$ cat config.mk
export PLATFORM = sky130hd
export DESIGN_NAME = shift_add_multiplier
export DESIGN_NICKNAME = d
export VERILOG_FILES = /design/src/rtl/shift_add_mult_pkg.sv /design/src/rtl/shift_add_mult_ctrl.sv /design/src/rtl/shift_add_mult_dp.sv /design/src/rtl/shift_add_multiplier.sv
export SDC_FILE = /design/constraint.sdc
export NUM_CORES = 1
export LEC_CHECK = 0
export BUFFER_PORTS_ARGS = -buffer_cell sky130_fd_sc_hd__clkbuf_2
export CORE_UTILIZATION = 57
export CTS_CLUSTER_DIAMETER = 150
export DETAILED_ROUTE_END_ITERATION = 10
export PLACE_DENSITY = 0.79
export SLEW_MARGIN = 30
export SYNTH_ARGS = -nofsm -noshare
export SYNTH_HDL_FRONTEND = slang
export SYNTH_HIERARCHICAL = 1
export SYNTH_SLANG_ARGS = --single-unit
$ cat constraint.sdc
create_clock -name clk -period 2.3 [get_ports clk]
set_input_delay 0 -clock clk [delete_from_list [all_inputs] [get_ports clk]]
set_output_delay 0 -clock clk [all_outputs]
set_load 0.02 [all_outputs]
$ cat src/rtl/shift_add_mult_pkg.sv
`default_nettype none
// +----------------------------------------------------------------------------+
// | Package    : shift_add_mult_pkg                                            |
// | Description: Shared encodings for the shift-and-add multiplier. Holds the  |
// |              FSM state encoding and the datapath operation codes that the  |
// |              controller issues and the datapath decodes.                   |
// | Revision   : 1.0 - initial release                                         |
// +----------------------------------------------------------------------------+
package shift_add_mult_pkg;

  typedef logic [2:0] state_t;
  typedef logic [2:0] dp_op_t;

  // Controller states (3-bit encoding)
  localparam state_t S_IDLE  = 3'd0;
  localparam state_t S_LOAD  = 3'd1;
  localparam state_t S_ADD   = 3'd2;
  localparam state_t S_SHIFT = 3'd3;
  localparam state_t S_ACCUM = 3'd4;
  localparam state_t S_DONE  = 3'd5;

  // Datapath operations: one per cycle, selects which registers load and
  // what the A-register ALU feeds them.
  localparam dp_op_t OP_HOLD    = 3'd0;  // no register changes
  localparam dp_op_t OP_CAPTURE = 3'd1;  // latch M, Q, D from the inputs
  localparam dp_op_t OP_CLEAR   = 3'd2;  // A <= 0
  localparam dp_op_t OP_ADD_M   = 3'd3;  // A <= A + {0,M}
  localparam dp_op_t OP_SHIFT   = 3'd4;  // {A,Q} <= {0,A,Q} >> 1
  localparam dp_op_t OP_ACCUM   = 3'd5;  // product <= {A,Q} + D

endpackage : shift_add_mult_pkg
`default_nettype wire

$ cat src/rtl/shift_add_mult_ctrl.sv
`default_nettype none
// +----------------------------------------------------------------------------+
// | Module     : shift_add_mult_ctrl                                           |
// | Description: Control FSM for the shift-and-add multiplier. Sequences one   |
// |              add/shift pair per multiplier bit, owns the iteration count   |
// |              and the registered busy/done handshake outputs.               |
// | Revision   : 1.0 - initial release                                         |
// |                                                                            |
// | Ports:                                                                     |
// |   clk      in   1   clock, rising edge                                     |
// |   resetn   in   1   synchronous active-low reset                           |
// |   i_go     in   1   start request, honoured only in S_IDLE                 |
// |   i_q0     in   1   current LSB of the Q register from the datapath        |
// |   o_op     out  3   datapath operation for this cycle                      |
// |   o_busy   out  1   high in every state except S_IDLE                      |
// |   o_done   out  1   one-cycle pulse while in S_DONE                        |
// +----------------------------------------------------------------------------+
module shift_add_mult_ctrl
  import shift_add_mult_pkg::*;
#(
  parameter int WIDTH = 4
) (
  input  logic         clk,
  input  logic         resetn,
  input  logic         i_go,
  input  logic         i_q0,
  output logic [2:0]   o_op,
  output logic         o_busy,
  output logic         o_done
);

  localparam int                CW     = $clog2(WIDTH) + 1;
  localparam logic [CW-1:0]     c_last = CW'(WIDTH - 1);

  state_t          r_state;
  logic [CW-1:0]   r_cnt;
  logic            r_busy;
  logic            r_done;
  dp_op_t          w_op;

  // busy/done are registered alongside the state so they track the state
  // that is entered, not the one being left.
  always_ff @(posedge clk) begin
    if (!resetn) begin
      r_state <= S_IDLE;
      r_cnt   <= '0;
      r_busy  <= 1'b0;
      r_done  <= 1'b0;
    end else begin
      r_done <= 1'b0;
      case (r_state)
        S_IDLE: begin
          if (i_go) begin
            r_state <= S_LOAD;
            r_busy  <= 1'b1;
          end
        end
        S_LOAD: begin
          r_cnt   <= '0;
          r_state <= S_ADD;
        end
        S_ADD: begin
          r_state <= S_SHIFT;
        end
        S_SHIFT: begin
          r_cnt <= r_cnt + CW'(1);
          if (r_cnt == c_last) begin
            r_state <= S_ACCUM;
          end else begin
            r_state <= S_ADD;
          end
        end
        S_ACCUM: begin
          r_state <= S_DONE;
          r_done  <= 1'b1;
        end
        S_DONE: begin
          r_state <= S_IDLE;
          r_busy  <= 1'b0;
        end
        default: begin
          r_state <= S_IDLE;
          r_busy  <= 1'b0;
        end
      endcase
    end
  end

  // The capture op is issued in the same cycle go is seen in S_IDLE so the
  // operands are latched on that very edge; the inputs are free afterwards.
  always_comb begin
    w_op = OP_HOLD;
    case (r_state)
      S_IDLE:  if (i_go) w_op = OP_CAPTURE;
      S_LOAD:  w_op = OP_CLEAR;
      S_ADD:   if (i_q0) w_op = OP_ADD_M;
      S_SHIFT: w_op = OP_SHIFT;
      S_ACCUM: w_op = OP_ACCUM;
      default: w_op = OP_HOLD;
    endcase
  end

  assign o_op   = w_op;
  assign o_busy = r_busy;
  assign o_done = r_done;

endmodule : shift_add_mult_ctrl
`default_nettype wire

$ cat src/rtl/shift_add_mult_dp.sv
`default_nettype none
// +----------------------------------------------------------------------------+
// | Module     : shift_add_mult_dp                                             |
// | Description: Datapath for the shift-and-add multiplier. Holds the M, Q,    |
// |              A (with carry bit), addend and product registers, the         |
// |              WIDTH+1 adder and the {A,Q} right shifter.                    |
// | Revision   : 1.0 - initial release                                         |
// |                                                                            |
// | Ports:                                                                     |
// |   clk             in   1        clock, rising edge                         |
// |   resetn          in   1        synchronous active-low reset               |
// |   i_op            in   3        operation from the controller              |
// |   i_multiplicand  in   WIDTH    M operand                                  |
// |   i_multiplier    in   WIDTH    Q operand                                  |
// |   i_addend        in   WIDTH    D operand                                  |
// |   o_q0            out  1        Q[0], steers the conditional add           |
// |   o_product       out  2*WIDTH  result register                            |
// +----------------------------------------------------------------------------+
module shift_add_mult_dp
  import shift_add_mult_pkg::*;
#(
  parameter int WIDTH = 4
) (
  input  logic                 clk,
  input  logic                 resetn,
  input  logic [2:0]           i_op,
  input  logic [WIDTH-1:0]     i_multiplicand,
  input  logic [WIDTH-1:0]     i_multiplier,
  input  logic [WIDTH-1:0]     i_addend,
  output logic                 o_q0,
  output logic [2*WIDTH-1:0]   o_product
);

  logic [WIDTH-1:0]    r_m;
  logic [WIDTH-1:0]    r_q;
  logic [WIDTH:0]      r_a;
  logic [WIDTH-1:0]    r_d;
  logic [2*WIDTH-1:0]  r_product;

  // A is WIDTH+1 bits so the carry out of A+M is kept; the following shift
  // moves that carry into A[WIDTH-1] and leaves A[WIDTH] at zero.
  always_ff @(posedge clk) begin
    if (!resetn) begin
      r_m       <= '0;
      r_q       <= '0;
      r_a       <= '0;
      r_d       <= '0;
      r_product <= '0;
    end else begin
      case (i_op)
        OP_CAPTURE: begin
          r_m <= i_multiplicand;
          r_q <= i_multiplier;
          r_d <= i_addend;
        end
        OP_CLEAR: begin
          r_a <= '0;
        end
        OP_ADD_M: begin
          r_a <= r_a + {1'b0, r_m};
        end
        OP_SHIFT: begin
          r_a <= {1'b0, r_a[WIDTH:1]};
          r_q <= {r_a[0], r_q[WIDTH-1:1]};
        end
        OP_ACCUM: begin
          // Max M*Q+D is 2^2W - 2^W, so the 2W-bit sum cannot overflow.
          r_product <= {r_a[WIDTH-1:0], r_q} + {{WIDTH{1'b0}}, r_d};
        end
        default: begin
        end
      endcase
    end
  end

  assign o_q0      = r_q[0];
  assign o_product = r_product;

endmodule : shift_add_mult_dp
`default_nettype wire

$ cat src/rtl/shift_add_multiplier.sv
`default_nettype none
// +----------------------------------------------------------------------------+
// | Module     : shift_add_multiplier                                          |
// | Description: Sequential shift-and-add multiply-accumulate,                 |
// |              product = multiplicand * multiplier + addend. Inverse         |
// |              companion of the restoring divider: feeding it {divisor,      |
// |              quotient, remainder} rebuilds the dividend. Fixed latency:    |
// |              done pulses 2*WIDTH+3 cycles after go is accepted.            |
// | Revision   : 1.0 - initial release                                         |
// |                                                                            |
// | Ports:                                                                     |
// |   clk           in   1        clock, rising edge                          |
// |   resetn        in   1        synchronous active-low reset                |
// |   go            in   1        start request, sampled only when idle       |
// |   multiplicand  in   WIDTH    M operand                                   |
// |   multiplier    in   WIDTH    Q operand                                   |
// |   addend        in   WIDTH    added to the full product                   |
// |   busy          out  1        operation in progress                       |
// |   done          out  1        one-cycle completion pulse                  |
// |   product       out  2*WIDTH  result, held until the next completion      |
// +----------------------------------------------------------------------------+
module shift_add_multiplier #(
  parameter int WIDTH = 4
) (
  input  logic                 clk,
  input  logic                 resetn,
  input  logic                 go,
  input  logic [WIDTH-1:0]     multiplicand,
  input  logic [WIDTH-1:0]     multiplier,
  input  logic [WIDTH-1:0]     addend,
  output logic                 busy,
  output logic                 done,
  output logic [2*WIDTH-1:0]   product
);

  logic [2:0] w_op;
  logic       w_q0;

  shift_add_mult_ctrl #(
    .WIDTH (WIDTH)
  ) u_ctrl (
    .clk    (clk),
    .resetn (resetn),
    .i_go   (go),
    .i_q0   (w_q0),
    .o_op   (w_op),
    .o_busy (busy),
    .o_done (done)
  );

  shift_add_mult_dp #(
    .WIDTH (WIDTH)
  ) u_dp (
    .clk            (clk),
    .resetn         (resetn),
    .i_op           (w_op),
    .i_multiplicand (multiplicand),
    .i_multiplier   (multiplier),
    .i_addend       (addend),
    .o_q0           (w_q0),
    .o_product      (product)
  );

endmodule : shift_add_multiplier
`default_nettype wire

==> impl_metrics.py <==
metrics = {
    "worst_setup_path": {
        "endpoint_kind": "flip-flop",
        "worstPathArrival_ns": 2.37,
        "cp-start-kind": "flip-flop",
        "critPathKind": "flip-flop to flip-flop",
        "max_stage_delay_ns": 0.48,
        "r2r.worst_path.cells": 5,
        "path_cells": "nor2_1, a22o_1, nand3b_1, a2111oi_0, a311o_1",
        "worstPathMaxFanout": 12,
        "worst_path_max_delay_cell": "a22o_1",
        "cp_data_required_time_ns": 2.57,
    },
    "sta": {
        "setup_tns_ns": 0,
        "fin_crit_ns": 2.10,
        "finalHoldViolations": 0,
        "finalClockSkew_ns": 0.00908,
        "rsz0062_at_grt": "false",
        "max_freq_ghz": 0.476,
        "min_period_over_period_pct": 91.3,
        "setup_viol": 0,
        "max_slew_margin_pct": 69.2,
        "timing.hold.ws_ns": 0.0117,
        "slew_violations": 0,
        "tightest_slew_ns": 0.451,
    },
    "global_routing": {
        "grt_use_met2_pct": 43.5,
        "antenna_found_initial": 0,
        "groute.usage.overall_pct": 25.3,
        "grt_use_met3_pct": 5.90,
        "grt.busiest_layer": "met2",
        "overflow": 0,
        "grt_max_degree": 22,
        "grt_pass1_vias": 1449,
        "grt_pass1_wl_mm": 6.52,
        "grtUsageMet1_pct": 31.5,
    },
    "logic_synthesis": {
        "ys.flop_type": "dfxtp_1",
        "netlist_instances": 210,
        "synth_async_sr_flop_share_pct": 0,
        "synthesis.area_um2": 1850,
        "yosys-top-cells-area": "dfxtp_1, ha_1, nor2_1",
        "synth-simple-area-share_pct": 21.5,
        "synth_top_family_by_area": "simple AND/OR/NAND/NOR gates",
        "ys_ff_latch": 33,
        "ys_seq_area_share_pct": 35.7,
        "synth_fp_nets": 237,
        "synthMuxAreaShare_pct": 6.62,
        "synth_top_area_cell": "dfxtp_1",
        "synth_compound_area_share_pct": 19.0,
        "ys_types": 51,
        "ys_warn_count": 6,
        "synth_area_per_cell_um2": 8.82,
        "synth_xor_area_share_pct": 1.42,
        "synth_top_area_share_pct": 35.7,
        "synthAdderAreaFrac_pct": 8.91,
        "synth_edf_count": 0,
    },
    "pwr": {
        "power_density_nw_per_um2": 540,
        "p_comb_share_pct": 19.4,
        "internal-power_w": 0.000850,
        "p_leak_nw": 0.880,
        "swShare_pct": 27.9,
        "peakVddDrop_mv": 0.387,
        "pwr-share-seq_pct": 52.8,
        "p_sw_w": 0.000329,
        "p_clk_share_pct": 27.9,
    },
    "clock_tree": {
        "cts_buffer_depth": 2,
        "cts-buffers-inserted": 5,
        "cts_sinks": 33,
        "clkTransAtPathRegs_ns": 0.10,
        "clk-insertion-delay-late_ns": 0.33,
        "cts_root_buf": "clkbuf_4",
        "htreeDepth": 2,
        "post_cts_resized": 0,
        "tritoncts": "yes",
    },
    "drt": {
        "routedWlPerCell_um": 13.7,
        "drt-initial-drc-count": 65,
        "drt-total-wl_mm": 4.02,
        "dr.pass1.iters": 4,
        "viasPerCell": 5.49,
        "ant_nets": 0,
        "drc_errors": 0,
        "vias": 1608,
    },
    "placed_design": {
        "portBuffers": 24,
        "dp_hpwl_mm": 2.77,
        "gp_congestion": 0.844,
        "dp_cells": 275,
    },
    "flow_run": {
        "cap_violations": 0,
    },
    "run_status": {
        "outcome": "completed",
    },
    "floorplanning": {
        "die_h_um": 59.0,
        "dieArea_um2": 3480,
        "start_util_pct": 60.2,
        "coreArea_um2": 3080,
        "rows": 20,
        "ios": 25,
        "die_w_um": 59.0,
    },
    "cells_and_area": {
        "syn2layout_area_growth_pct": 17.8,
        "nNetsFinal": 276,
        "stdcell_count": 293,
        "diodes": 0,
        "drive_gt1_share_pct": 18.1,
    },
    "hold_path": {
        "hold_path_depth": 3,
        "hold_class": "input pin to flip-flop",
    },
}
==> final timing paths <==
kind / start / end / slack [ns]
worst max-delay path: u_ctrl/r_state[0]$_SDFFE_PN0P_ / u_dp/o_product[4]$_SDFFE_PN0N_ / 0.20
worst min-delay path: multiplier[2] / u_dp/r_q[2]$_SDFFE_PN0P_ / 0.01
worst max register to register: u_ctrl/r_state[0]$_SDFFE_PN0P_ / u_dp/o_product[4]$_SDFFE_PN0N_ / 0.20
worst min register to register: u_dp/o_product[2]$_SDFFE_PN0N_ / u_dp/o_product[2]$_SDFFE_PN0N_ / 0.46
==> metal layers <==
layer,up-vias,part of all wire [%]
met2,35,50
li1,827,-
met4,0,1.1
met3,5,3.8
met5,-,0
met1,741,45
==> synthesized netlist by cell type (all sizes together) (3+ instances only) <==
| cell type | count |
|---|---|
| dfxtp | 33 |
| nor2 | 28 |
| inv | 13 |
| a21oi | 12 |
| ha | 10 |
| mux2i | 10 |
| nand2 | 9 |
| a211oi | 8 |
| buf | 8 |
| o21ai | 8 |
| nand2b | 6 |
| nand3 | 6 |
| clkbuf | 4 |
| nand3b | 4 |
| nor3b | 4 |
| o211ai | 3 |
==> power groups by stage <==
| stage | Combinational [W] | Clock, W | Sequential, W |
|---|---|---|---|
| 4_1_cts | 0.000225 | 0.000336 | 0.000622 |
| 2_1_floorplan | 0.000160 | 0 | 0.000631 |
| 5_1_grt | 0.000253 | 0.000358 | 0.000626 |
| 3_5_place_dp | 0.000210 | 0 | 0.000636 |
| 6_report | 0.000228 | 0.000328 | 0.000622 |
| 3_3_place_gp | 0.000206 | 0 | 0.000635 |
==> area by class of cell <==
cell class,count,area (um2)
multi-input cells,152,1060
well taps,44,55.1
repair buffers,44,298
inverters,13,48.8
flip-flops and latches,33,661
fillers,254,896
clock buffers,7,55.1
==> registers in the layout, summed over array words and instances, names as in the netlist <==
register,cells
u_dp/o_product,8
u_dp/r_a,5
u_dp/r_d,4
u_dp/r_m,4
u_dp/r_q,4
u_ctrl/r_cnt,3
u_ctrl/r_state,3
u_ctrl/o_busy,1
u_ctrl/o_done,1
==> kinds of logic (layout without fill, tap and decap cells) <==
kind of cell,count (synthesis),after routing
buffers and inverters,25,64
AOI/OAI and AO/OA,51,51
adders and majority gates,12,12
and+or+nand+nor,74,74
DFF,33,33
muxes,12,12
xor gates and xnor gates,3,3
==> worst max-delay path, delay by kind of cell (launching register included) <==
family | cells | cell delay (ns)
AO/OA/AOI/OAI | 3 | 1.08
flip-flops | 1 | 0.40
AND/OR/NAND/NOR | 2 | 0.56
==> through the flow <==
stage	power [W]	utilization, %	setup slack [ns]	cell area [um2]
after global routing	0.00124	70.9	0.0164	2180
after global placement	0.000841	65.5	0.339	2020
final	0.00118	70.9	0.200	2180
after detailed placement	0.000845	65.5	0.278	2020
after floorplan	0.000791	-	0.537	1850
after CTS	0.00118	70.9	0.215	2180
==> repair_timing <==
action / 4_1_cts / 5_1_grt
setup buffers: 0 / 0
hold endpoints to repair: 11 / 0
hold buffers: 11 / 0
==> cell usage in the layout, fill, tap and decap left out, types with 3 or more instances in the layout <==
| cell | count |
|---|---|
| dlygate4sd3_1 | 11 |
| nand2_1 | 9 |
| buf_4 | 9 |
| mux2i_1 | 10 |
| nor2_1 | 28 |
| nand3b_1 | 4 |
| o211ai_1 | 3 |
| clkbuf_4 | 5 |
| clkbuf_2 | 24 |
| inv_1 | 13 |
| dfxtp_1 | 33 |
| nand2b_1 | 6 |
| ha_1 | 10 |
| nand3_1 | 6 |
| a21oi_1 | 12 |
| o21ai_0 | 6 |
| a211oi_1 | 8 |
Note: power is estimated with default switching activity, not from simulation.
